===== src/rtl/seq_mag_comparator_pkg.sv =====
// Shared types and helpers for the sequential magnitude comparator.
package cmp_pkg;

   // Controller states
   typedef enum logic [1:0] {
      IDLE = 2'd0,
      RUN  = 2'd1,
      DONE = 2'd2
   } state_t;

   // Registered comparison outcome
   typedef enum logic [1:0] {
      RES_EQ = 2'd0,
      RES_GT = 2'd1,
      RES_LT = 2'd2
   } res_t;

   // Digit index width; never narrower than one bit, even for a single digit
   function automatic int calc_idxw(input int ndig);
      return (ndig <= 1) ? 1 : $clog2(ndig);
   endfunction

endpackage


===== src/rtl/seq_mag_comparator_digit_cmp.sv =====
// Combinational DIGIT-bit magnitude compare. inv_msb flips the top bit of
// both inputs, turning a two's-complement top digit into offset binary so
// that a plain unsigned compare gives the signed ordering.
module digit_cmp #(
   parameter int DIGIT = 4
) (
   input  logic [DIGIT-1:0] x,
   input  logic [DIGIT-1:0] y,
   input  logic             inv_msb,
   output logic             gt,
   output logic             lt
);

   logic [DIGIT-1:0] w_mask;
   logic [DIGIT-1:0] w_x;
   logic [DIGIT-1:0] w_y;

   assign w_mask = DIGIT'(inv_msb) << (DIGIT - 1);
   assign w_x    = x ^ w_mask;
   assign w_y    = y ^ w_mask;

   // Unsigned compare of the adjusted digits
   always_comb begin
      gt = (w_x > w_y);
      lt = (w_x < w_y);
   end

endmodule


===== src/rtl/seq_mag_comparator.sv =====
// Multi-cycle magnitude comparator: scans DIGIT bits per cycle, MSB digit
// first, in signed or unsigned mode, optionally stopping at the first
// differing digit.
//
// Handshakes: a transfer happens on a rising edge where valid && ready are
// both high. in_ready is high only in IDLE; out_valid is high only in DONE,
// and the result stays stable until out_ready is seen with it.
module seq_mag_comparator
   import cmp_pkg::*;
#(
   parameter int WIDTH      = 16,
   parameter int DIGIT      = 4,
   parameter int EARLY_EXIT = 1
) (
   input  logic             clk,
   input  logic             rst,
   input  logic             in_valid,
   output logic             in_ready,
   input  logic [WIDTH-1:0] a,
   input  logic [WIDTH-1:0] b,
   input  logic             signed_mode,
   output logic             out_valid,
   input  logic             out_ready,
   output logic             equal,
   output logic             greater,
   output logic             lesser,
   output logic             busy,
   output logic [1:0]       dbg_state
);

   localparam int NDIG = WIDTH / DIGIT;
   localparam int IDXW = calc_idxw(NDIG);
   localparam logic [IDXW-1:0] LAST_IDX = IDXW'(NDIG - 1);

   if ((DIGIT < 1) || ((WIDTH % DIGIT) != 0)) begin : g_param_check
      $error("seq_mag_comparator: WIDTH must be a positive multiple of DIGIT");
   end

   state_t            r_state, w_state_nxt;
   logic [IDXW-1:0]   r_idx, w_idx_nxt;
   logic              r_found, w_found_nxt;
   res_t              r_res, w_res_nxt;
   logic [WIDTH-1:0]  r_a, r_b;
   logic              r_signed;
   logic              w_load;
   logic [DIGIT-1:0]  w_da, w_db;
   logic              w_inv_msb;
   logic              w_gt, w_lt, w_diff;

   assign w_da      = r_a[r_idx*DIGIT +: DIGIT];
   assign w_db      = r_b[r_idx*DIGIT +: DIGIT];
   assign w_inv_msb = r_signed && (r_idx == LAST_IDX);
   assign w_diff    = w_gt || w_lt;

   digit_cmp #(.DIGIT(DIGIT)) u_digit_cmp (
      .x       (w_da),
      .y       (w_db),
      .inv_msb (w_inv_msb),
      .gt      (w_gt),
      .lt      (w_lt)
   );

   // Next-state, index and result update
   always_comb begin
      w_state_nxt = r_state;
      w_idx_nxt   = r_idx;
      w_found_nxt = r_found;
      w_res_nxt   = r_res;
      w_load      = 1'b0;
      case (r_state)
         IDLE: begin
            if (in_valid) begin
               w_load      = 1'b1;
               w_idx_nxt   = LAST_IDX;
               w_found_nxt = 1'b0;
               w_res_nxt   = RES_EQ;
               w_state_nxt = RUN;
            end
         end
         RUN: begin
            // Only the most significant difference decides the outcome
            if (!r_found && w_diff) begin
               w_found_nxt = 1'b1;
               w_res_nxt   = w_gt ? RES_GT : RES_LT;
            end
            if (w_diff && (EARLY_EXIT != 0)) begin
               w_state_nxt = DONE;
            end else if (r_idx == '0) begin
               w_state_nxt = DONE;
            end else begin
               w_idx_nxt = r_idx - 1'b1;
            end
         end
         DONE: begin
            if (out_ready) begin
               w_state_nxt = IDLE;
               w_found_nxt = 1'b0;
               w_res_nxt   = RES_EQ;
            end
         end
         default: w_state_nxt = IDLE;
      endcase
   end

   // Controller state, digit index and result registers
   always_ff @(posedge clk) begin
      if (rst) begin
         r_state <= IDLE;
         r_idx   <= '0;
         r_found <= 1'b0;
         r_res   <= RES_EQ;
      end else begin
         r_state <= w_state_nxt;
         r_idx   <= w_idx_nxt;
         r_found <= w_found_nxt;
         r_res   <= w_res_nxt;
      end
   end

   // Operand capture on accept; cleared on reset so stale operands never survive
   always_ff @(posedge clk) begin
      if (rst) begin
         r_a      <= '0;
         r_b      <= '0;
         r_signed <= 1'b0;
      end else if (w_load) begin
         r_a      <= a;
         r_b      <= b;
         r_signed <= signed_mode;
      end
   end

   // Outputs decode from registered state only; flags are gated by DONE
   always_comb begin
      in_ready  = (r_state == IDLE);
      out_valid = (r_state == DONE);
      busy      = (r_state != IDLE);
      equal     = out_valid && (r_res == RES_EQ);
      greater   = out_valid && (r_res == RES_GT);
      lesser    = out_valid && (r_res == RES_LT);
      dbg_state = r_state;
   end

endmodule


===== config.mk =====
export PLATFORM = sky130hd
export DESIGN_NAME = seq_mag_comparator
export DESIGN_NICKNAME = d
export VERILOG_FILES = /design/src/rtl/seq_mag_comparator_pkg.sv /design/src/rtl/seq_mag_comparator_digit_cmp.sv /design/src/rtl/seq_mag_comparator.sv
export SDC_FILE = /design/constraint.sdc
export NUM_CORES = 1
export LEC_CHECK = 0
export BUFFER_PORTS_ARGS = -buffer_cell sky130_fd_sc_hd__buf_2
export CAP_MARGIN = 10
export CORE_MARGIN = 2
export CORE_UTILIZATION = 47
export CTS_CLUSTER_DIAMETER = 100
export DETAILED_ROUTE_END_ITERATION = 8
export PLACE_DENSITY_LB_ADDON = 0.08
export SLEW_MARGIN = 20
export SYNTH_ARGS = -nofsm -noshare
export SYNTH_HDL_FRONTEND = slang
export SYNTH_SLANG_ARGS = --single-unit

===== constraint.sdc =====
create_clock -name clk -period 2.4 [get_ports clk]
set_input_delay 0.24 -clock clk [delete_from_list [all_inputs] [get_ports clk]]
set_output_delay 0.24 -clock clk [all_outputs]
set_load 0.05 [all_outputs]

# Word level (Yosys, flattened, before mapping)
# Index checks and enable logic that the tools add are counted.
[word_totals]
elab_cells = 60
inputBits = 37
ff_bits = 40
output_inout_bits = 8
[classes]
shifts = 2
reduce_logical = 16
n_eq_ne = 11
n_mux = 19
magnitude_cmp = 2
bitwise = 2
n_addsub = 1
[op_table]
columns = ["op", "n"]
rows = [
  ["indexed part select 16 x 5 -> 4 bit", 2],
  ["two-way mux 2 bit", 10],
  ["one-hot mux 2 bit (3 select lines)", 2],
  ["!= test 2 bit (second input constant)", 4],
  ["AND reduction 4 bit", 2],
  ["XOR 4 bit", 2],
  ["== test 2 bit (second input constant)", 3],
  ["zero test 2 bit", 3],
  ["logical AND 1 bit", 5],
  ["two-way mux 1 bit", 5],
  ["== test 2 x 1 -> 1 bit (second input constant)", 2],
  ["greater-than comparator 4 bit", 1],
  ["< comparator 4 bit", 1],
  ["one-hot mux 2 bit (2 select lines)", 1],
  ["nonzero test 2 bit", 2],
  ["!= test 3 bit (second input constant)", 1],
  ["one-hot mux 1 bit (3 select lines)", 1],
  ["AND reduction 3 bit", 1],
  ["nonzero test 3 bit", 1],
  ["!= test 2 x 1 -> 1 bit (second input constant)", 1],
  ["subtractor 2 x 1 -> 2 bit (second input constant)", 1],
  ["zero test 1 bit", 1],
  ["logical OR 1 bit", 1],
]

# Logic depth before layout (Yosys ltp)
# Gate-level depths: netlist of the first run.
[logic_depth]
word_depth = 8
depth_mapped = 9
mapped_depth_nobuf = 9

# Cells and area by module
# Synthesis of the first run repeated with hierarchy kept, for this count alone.
[unflattened]
hier_cells = 218
area_unflattened_um2 = 1929.4
[modules_own_cells]
columns = ["mod", "cells_per_inst", "area_each_um2", "instances", "seq_area_each_um2"]
rows = [
  ["seq_mag_comparator", 202, 1801.7, 1, 800.8],
  ["digit_cmp", 16, 127.6, 1, 0.0],
]

# Least setup slack after synthesis of the first run
# No wires, ideal clock.
[synth_timing]
kind = "register to register"
start = "register r_idx[0]"
end = "register r_res[1]"
arrival_ps = 2364
setup_slack_ps = -97
n_path_buf = 1
t_required_ps = 2268
stages_incl_launch_ff = 10
path_cell_list = "dfxtp_1 -> buf_4 -> mux4_2 -> xnor2_1 -> ha_1 -> a21o_1 -> o31ai_4 -> o211a_4 -> nand3b_1 -> a21oi_1"
[synth_via]
elab_chain_len = 8
[synth_rtl]
columns = ["element", "line", "rtl"]
rows = [
  ["from (decl)", "seq_mag_comparator.sv:40", "logic [IDXW-1:0] r_idx, w_idx_nxt;"],
  ["from (signal assigned)", "seq_mag_comparator.sv:114", "r_idx <= w_idx_nxt;"],
  ["branches (longest 8 deep; another with greater-than comparator 4 bit)", "-", ""],
  ["to (signal assigned)", "seq_mag_comparator.sv:116", "r_res <= w_res_nxt;"],
  ["to (decl)", "seq_mag_comparator.sv:42", "res_t r_res, w_res_nxt;"],
]
# Parallel ways; which one is timed is not known. The select of a mux whose other input is x is not followed.
# A chain may end at the register's enable or synchronous reset.

# Worst setup path in the final report of the first run
# Same ends and word-level chain as after synthesis.

==> metrics.md, run 1 <==
| Metric | Value |
|---|---|
| CTS max path bufs | 2 |
| Share of cells above drive strength 1 | 0.293 |
| Cell taking the most area after synthesis | dfxtp_1 |
| WL/cell | 12.2 um |
| Arrival time at the worst endpoint | 2550 ps |
| Tcrit/Tclk final | 0.995 |
| Hold Startpoint | b[14] |
| Logic pwr share | 0.292 |
| Final RePlAce weighted congestion | 0.807 |
| Synth Flop Type | dfxtp_1 |
| Reg2reg start | r_idx[0] |
| Share of the synthesized area in the top cell type | 0.427 |
| Setup-failing EPs final | 0 |
| Crit-path leading delay family | compound AO/OA/AOI/OAI gates |
| Unrepaired setup endpoints after global routing | yes |
| Max-Cap Viols | 0 |
| Final HPWL DP | 2740 um |
| CTS Hold Bufs | 0 |
| Maximum clock rate | 0.419 GHz |
| GR Overflow Total | 0 |
| Peak VDD IR | 0.000396 V |
| Residual DRC | 0 |
| 1st-pass router iterations | 4 |
| Most frequent cell after synthesis | nand2_1 |
| CTS tree | yes |
| FFs w/ async S/R, synth | 0 |
| Sw Ratio | 0.305 |
| Clock share of power | 0.287 |
| Area of the die | 4510 sq um |
| Power Total | 1.83 mW |
| Final Instance Area | 2280 sq um |
| CP Buf/Inv Count | 0 |
| #FFs+latches synth | 40 |
| Initial DRC Count | 56 |
| Worst-Margin Slew | 386 ps |
| Crit path from | r_idx[0] |
| Slew headroom | 0.743 |
| Initial Utilization | 0.501 |
| Vias in the first global route | 1462 |
| Final nets | 305 |
| Core footprint | 3740 sq um |
| Critical Path Sink Type | flop |
| Final Slew Violations | 0 |
| Routed Antenna Nets | 0 |
| Max Clock Skew | 3.16 ps |
| Routed wire length | 3790 um |
| Required time of the critical path | 2570 ps |
| I/O pin total | 45 |
| CP max stage delay | 520 ps |
| Top cells by count, synth | nand2_1 (69), dfxtp_1 (40), a21oi_1 (34), mux4_2 (8) |
| Syn Area/Cell | 8.64 sq um |
| Critical Path Slowest Stage Cell | mux4_2 |
| DR vias | 1582 |
| Leakage power | 0.963 nW |
| Area Overhead vs Synth | 21.5% |
| NetSw | 0.558 mW |
| Largest net degree at the start of global routing | 34 |
| Pint | 1.27 mW |
| Sequential share of power | 0.421 |
| Cells after Synth | 217 |
| Initial antenna violation count | 0 |
| Die width | 67.2 um |
| Sequential share of the synthesized area | 0.427 |
| Netlist cell types | 33 |
| Status | completed |
| Syn. warnings | 0 |
| First-pass GRT wire length | 6490 um |
| # fillers | 356 |
| Root buf cell | clkbuf_8 |
| Cell Area, Placed | 2140 sq um |
| Kind of critical path | reg2reg |
| EDFF count, synth | 0 |
| Vert. Die Dim | 67.2 um |
| Final worst path period need | 2390 ps |
| Cell area after synthesis | 1880 sq um |
| Hold Crit Class | in2reg |
| Net count after synthesis | 260 |
| Final Hold Fails | 0 |
| Cts bufs inserted | 5 |
| Num Clock Sinks | 40 |
| Rows | 22 |
| Port Buf Inserts | 44 |
| Pwr Density | 804 nW/um^2 |
| Clk_lat worst skew | 290 ps |
| H-tree Lvls | 2 |
| Crit path cell chain | mux4_2 -> xnor2_2 -> ha_1 -> a21o_1 -> o31ai_4 -> o211a_4 -> nand3b_1 -> a21oi_1 |
| Top post-synthesis cells by area | dfxtp_1 (43%), nand2_1 (14%), mux4_2 (9.6%) |
| Worst-path clk slew | 70 ps |
| Total GRT Usage | 0.192 |
| Antenna cells | 0 |
| Crit path max fanout | 5 |
| CP Launch Type | flop |
| Vias/cell | 5.09 |
[metrics by stage]
| step | hold slack, ps | TNS (ps) | util | setup slack [ps] | std cells |
|---|---|---|---|---|---|
| after floorplan | 376 | -44.5 | - | -38.5 | 217 |
| after global placement | 442 | 0 | 0.571 | 38.8 | 302 |
| after detailed placement | 447 | 0 | 0.571 | 13.5 | 302 |
| after CTS | 177 | 0 | 0.601 | 19.3 | 310 |
| after global routing | 168 | -283 | 0.609 | -97.3 | 311 |
| final | 185 | 0 | 0.609 | 12.3 | 311 |
[what timing repair did]
item                                   in CTS  in global routing
endpoints found under the hold margin       0                  0
pin swaps                                   2                  7
gates resized for setup                     1                  5
setup endpoints to repair                   2                  6
buffers inserted                            0                  1
[kinds of logic after synthesis]
| logic type | Yosys count | share of synthesized area |
|---|---|---|
| xor+xnor | 2 | 0.00934 |
| simple gates | 94 | 0.219 |
| compound gates | 44 | 0.143 |
| fa+ha+maj | 6 | 0.0400 |
| flops | 40 | 0.427 |
| buf+inv | 21 | 0.0547 |
| mux | 10 | 0.107 |
[registers in the layout (all words and copies together), names as in the netlist]
signal,flops
dbg_state,2
r_a,16
r_b,16
r_found,1
r_idx,2
r_res,2
r_signed,1
[final cells by class]
| class | count | area, sq um | share of cell area |
|---|---|---|---|
| clock buffers | 6 | 72.6 | 0.0319 |
| multi-input cells | 156 | 992 | 0.435 |
| clock inverters | 2 | 35.0 | 0.0154 |
| well taps | 48 | 60.1 | 0.0264 |
| inverters | 7 | 26.3 | 0.0115 |
| repair buffers | 52 | 288 | 0.126 |
| flip-flops and latches | 40 | 805 | 0.353 |
[routing by layer]
layer | up-vias | wire length [um] | global-route usage
met5 | - | 0 | 0
met4 | 0 | 61 | 0.0638
met3 | 8 | 172 | 0.0600
met2 | 35 | 1780 | 0.306
met1 | 720 | 1780 | 0.248
li1 | 819 | - | -
[cells in the final DEF, fill, tap and decap left out, types with 2 or more instances in the layout]
cell	Yosys	layout
nand2_1	69	69
buf_2	4	44
dfxtp_1	40	39
a21oi_1	34	34
mux4_2	8	8
inv_1	7	7
nor2_1	7	7
ha_1	6	6
buf_4	5	6
clkbuf_8	0	5
nor3_1	4	3
a211oi_1	3	3
nand2b_1	2	2
mux2i_1	2	2
nand3b_1	2	2
buf_6	0	2
[final timing paths]
check / end / slack (ps) / cells past startpoint
setup / recovery: r_res[1] / 10 / 8
hold / removal: r_b[14] / 180 / 3
setup reg to reg: r_res[1] / 10 / 8
hold reg to reg: r_a[7] / 450 / 2
[tightest hold or removal path: stages]
cell	delay, ps
buf_2	100
nand2_1	40
a21oi_1	50
[power groups by stage]
stage / Clock (mW) / Sequential, mW / Combinational, mW
final: 0.525 / 0.772 / 0.535
after global routing: 0.581 / 0.781 / 0.590
after CTS: 0.542 / 0.772 / 0.518
after detailed placement: 0 / 0.786 / 0.511
after global placement: 0 / 0.784 / 0.506
after floorplan: 0 / 0.782 / 0.401
No activity file was read; power rests on OpenSTA's default activity.
==> run 2, diff against run 1 <==
--- a/config.mk
+++ b/config.mk
@@ -11,6 +11,7 @@
 export CORE_UTILIZATION = 47
 export CTS_CLUSTER_DIAMETER = 100
 export DETAILED_ROUTE_END_ITERATION = 8
+export GPL_TIMING_DRIVEN = 0
 export PLACE_DENSITY_LB_ADDON = 0.08
 export SLEW_MARGIN = 20
 export SYNTH_ARGS = -nofsm -noshare
==> run 2 against run 1 <==
The flow now finishes with violations (setup timing). Die area unchanged. First-iteration DRC count up 38%. Routed wire length up 6.1%. Total power down 4.1%. Final cell count up 2.6%. Sequential cell count unchanged. Utilization up 0.84 points. Clock skew up 7.0 ps. Highest routed layer unchanged. Largest power group unchanged.
==> metrics.md, run 2 (same netlist as run 1, synthesis figures left out) <==
| Metric | Value |
|---|---|
| Worst-Margin Slew | 532 ps |
| Crit path cell chain | buf_12 -> mux4_2 -> xnor2_1 -> ha_1 -> a21o_1 -> o31ai_4 -> buf_6 -> nor2_1 -> mux2i_1 -> nor3_1 |
| DR vias | 1568 |
| Unrepaired setup endpoints after global routing | yes |
| Final worst path period need | 2460 ps |
| # fillers | 355 |
| Pwr Density | 760 nW/um^2 |
| Critical Path Slowest Stage Cell | mux4_2 |
| Largest net degree at the start of global routing | 13 |
| DP Worst Slack | -221 ps |
| Area of the die | 4510 sq um |
| CTS tree | yes |
| Most frequent cells in the layout | nand2_1 (69), buf_2 (46), dfxtp_1 (39) |
| Vias/cell | 4.92 |
| Vias in the first global route | 1504 |
| WL/cell | 12.6 um |
| GR Overflow Total | 0 |
| Max Clock Skew | 10.1 ps |
| M1 WL | 1930 um |
| Initial DRC Count | 77 |
| Root buf cell | clkbuf_8 |
| Slew headroom | 0.645 |
| Sequential share of power | 0.436 |
| Arrival time at the worst endpoint | 2600 ps |
| Sw Ratio | 0.324 |
| Antenna cells | 0 |
| Met3 wire length | 164 um |
| Highest routed layer | met4 |
| Final Slew Violations | 0 |
| Final RePlAce weighted congestion | 0.788 |
| Routed Antenna Nets | 0 |
| Die width | 67.2 um |
| Leakage power | 0.968 nW |
| Clk_lat worst skew | 280 ps |
| Area Overhead vs Synth | 23.1% |
| Register area | 805 sq um |
| Worst-path clk slew | 80 ps |
| Rows | 22 |
| Initial Utilization | 0.501 |
| I/O pin total | 45 |
| Num Clock Sinks | 40 |
| Failing checks | setup timing |
| Final Hold Fails | 0 |
| Setup-failing EPs final | 5 |
| Tcrit/Tclk final | 1.02 |
| CP Launch Type | flop |
| Most common cell after layout, fill and taps aside | nand2_1 |
| Final HPWL DP | 2950 um |
| NetSw | 0.568 mW |
| Area of the multi-input gates | 985 sq um |
| Power Total | 1.76 mW |
| Critical Path Sink Type | flop |
| Initial antenna violation count | 0 |
| Residual DRC | 0 |
| Cts bufs inserted | 5 |
| Crit-path leading delay family | multiplexers |
| Peak VDD IR | 0.000567 V |
| Logic pwr share | 0.329 |
| Hold Crit Class | in2reg |
| Maximum clock rate | 0.407 GHz |
| Status | finished with violations |
| Vert. Die Dim | 67.2 um |
| Kind of critical path | reg2reg |
| Routed wire length | 4030 um |
| Core footprint | 3740 sq um |
| Final nets | 314 |
| Pint | 1.19 mW |
| H-tree Lvls | 2 |
| Required time of the critical path | 2540 ps |
| Total GRT Usage | 0.197 |
| CP max stage delay | 510 ps |
| CP Buf/Inv Count | 2 |
| CTS Hold Bufs | 0 |
| CTS max path bufs | 2 |
| Clock share of power | 0.236 |
| Post-route setup slack | -57.3 ps |
| First-pass GRT wire length | 6670 um |
| Crit path max fanout | 3 |
| Routed length on met2 | 1910 um |
| Share of cells above drive strength 1 | 0.295 |
| Biggest regs | r_a x16, r_b x16 |
| Port Buf Inserts | 43 |
| Max-Cap Viols | 0 |
| 1st-pass router iterations | 4 |
[run 2: power by group through the flow]
stage	logic, mW	registers, mW	clock network, mW
final	0.577	0.765	0.414
after global routing	0.633	0.774	0.452
after CTS	0.576	0.764	0.425
after detailed placement	0.528	0.779	0
after global placement	0.525	0.778	0
after floorplan	0.401	0.782	0
[run 2: final timing paths]
path,startpoint,slack (ps),depth (start not counted),to
setup / recovery,r_idx[0],-60,10,dbg_state[0]
setup reg to reg,r_idx[0],-60,10,dbg_state[0]
hold reg to reg,r_a[12],450,2,r_a[12]
hold / removal,b[15],190,3,r_b[15]
[run 2: what timing repair did]
action,4_1_cts,5_1_grt
pin swaps,8,1
gates resized for setup,4,3
setup buffers,4,0
setup endpoints to repair,7,7
[run 2: stage by stage]
stage	utilization	instance area [sq um]	std cells	TNS (ps)	hold slack (ps)
2_1_floorplan	-	1890	217	-44.5	376
3_3_place_gp	0.577	2160	308	-1020	440
3_5_place_dp	0.577	2160	308	-1060	445
4_1_cts	0.614	2300	319	-190	184
5_1_grt	0.617	2310	319	-675	194
6_report	0.617	2310	319	-212	187
[run 2: final cells by class]
type / instances / share of cell area
buffer: 14 / 0.0395
clock buffer: 5 / 0.0298
clock inverter: 2 / 0.00542
inverter: 7 / 0.0114
multi-input combinational: 156 / 0.426
sequential: 40 / 0.348
tap: 48 / 0.0260
timing repair buffer: 47 / 0.113
[run 2: routing by layer]
layer,GRT usage,vias to the layer above
met4,0.0306,0
li1,-,836
met3,0.0417,2
met2,0.345,30
met1,0.255,700
met5,0,-
[run 2: tightest hold or removal path: stages]
cell     delay [ps]
buf_2            90
nand2_1          40
a21oi_1          50
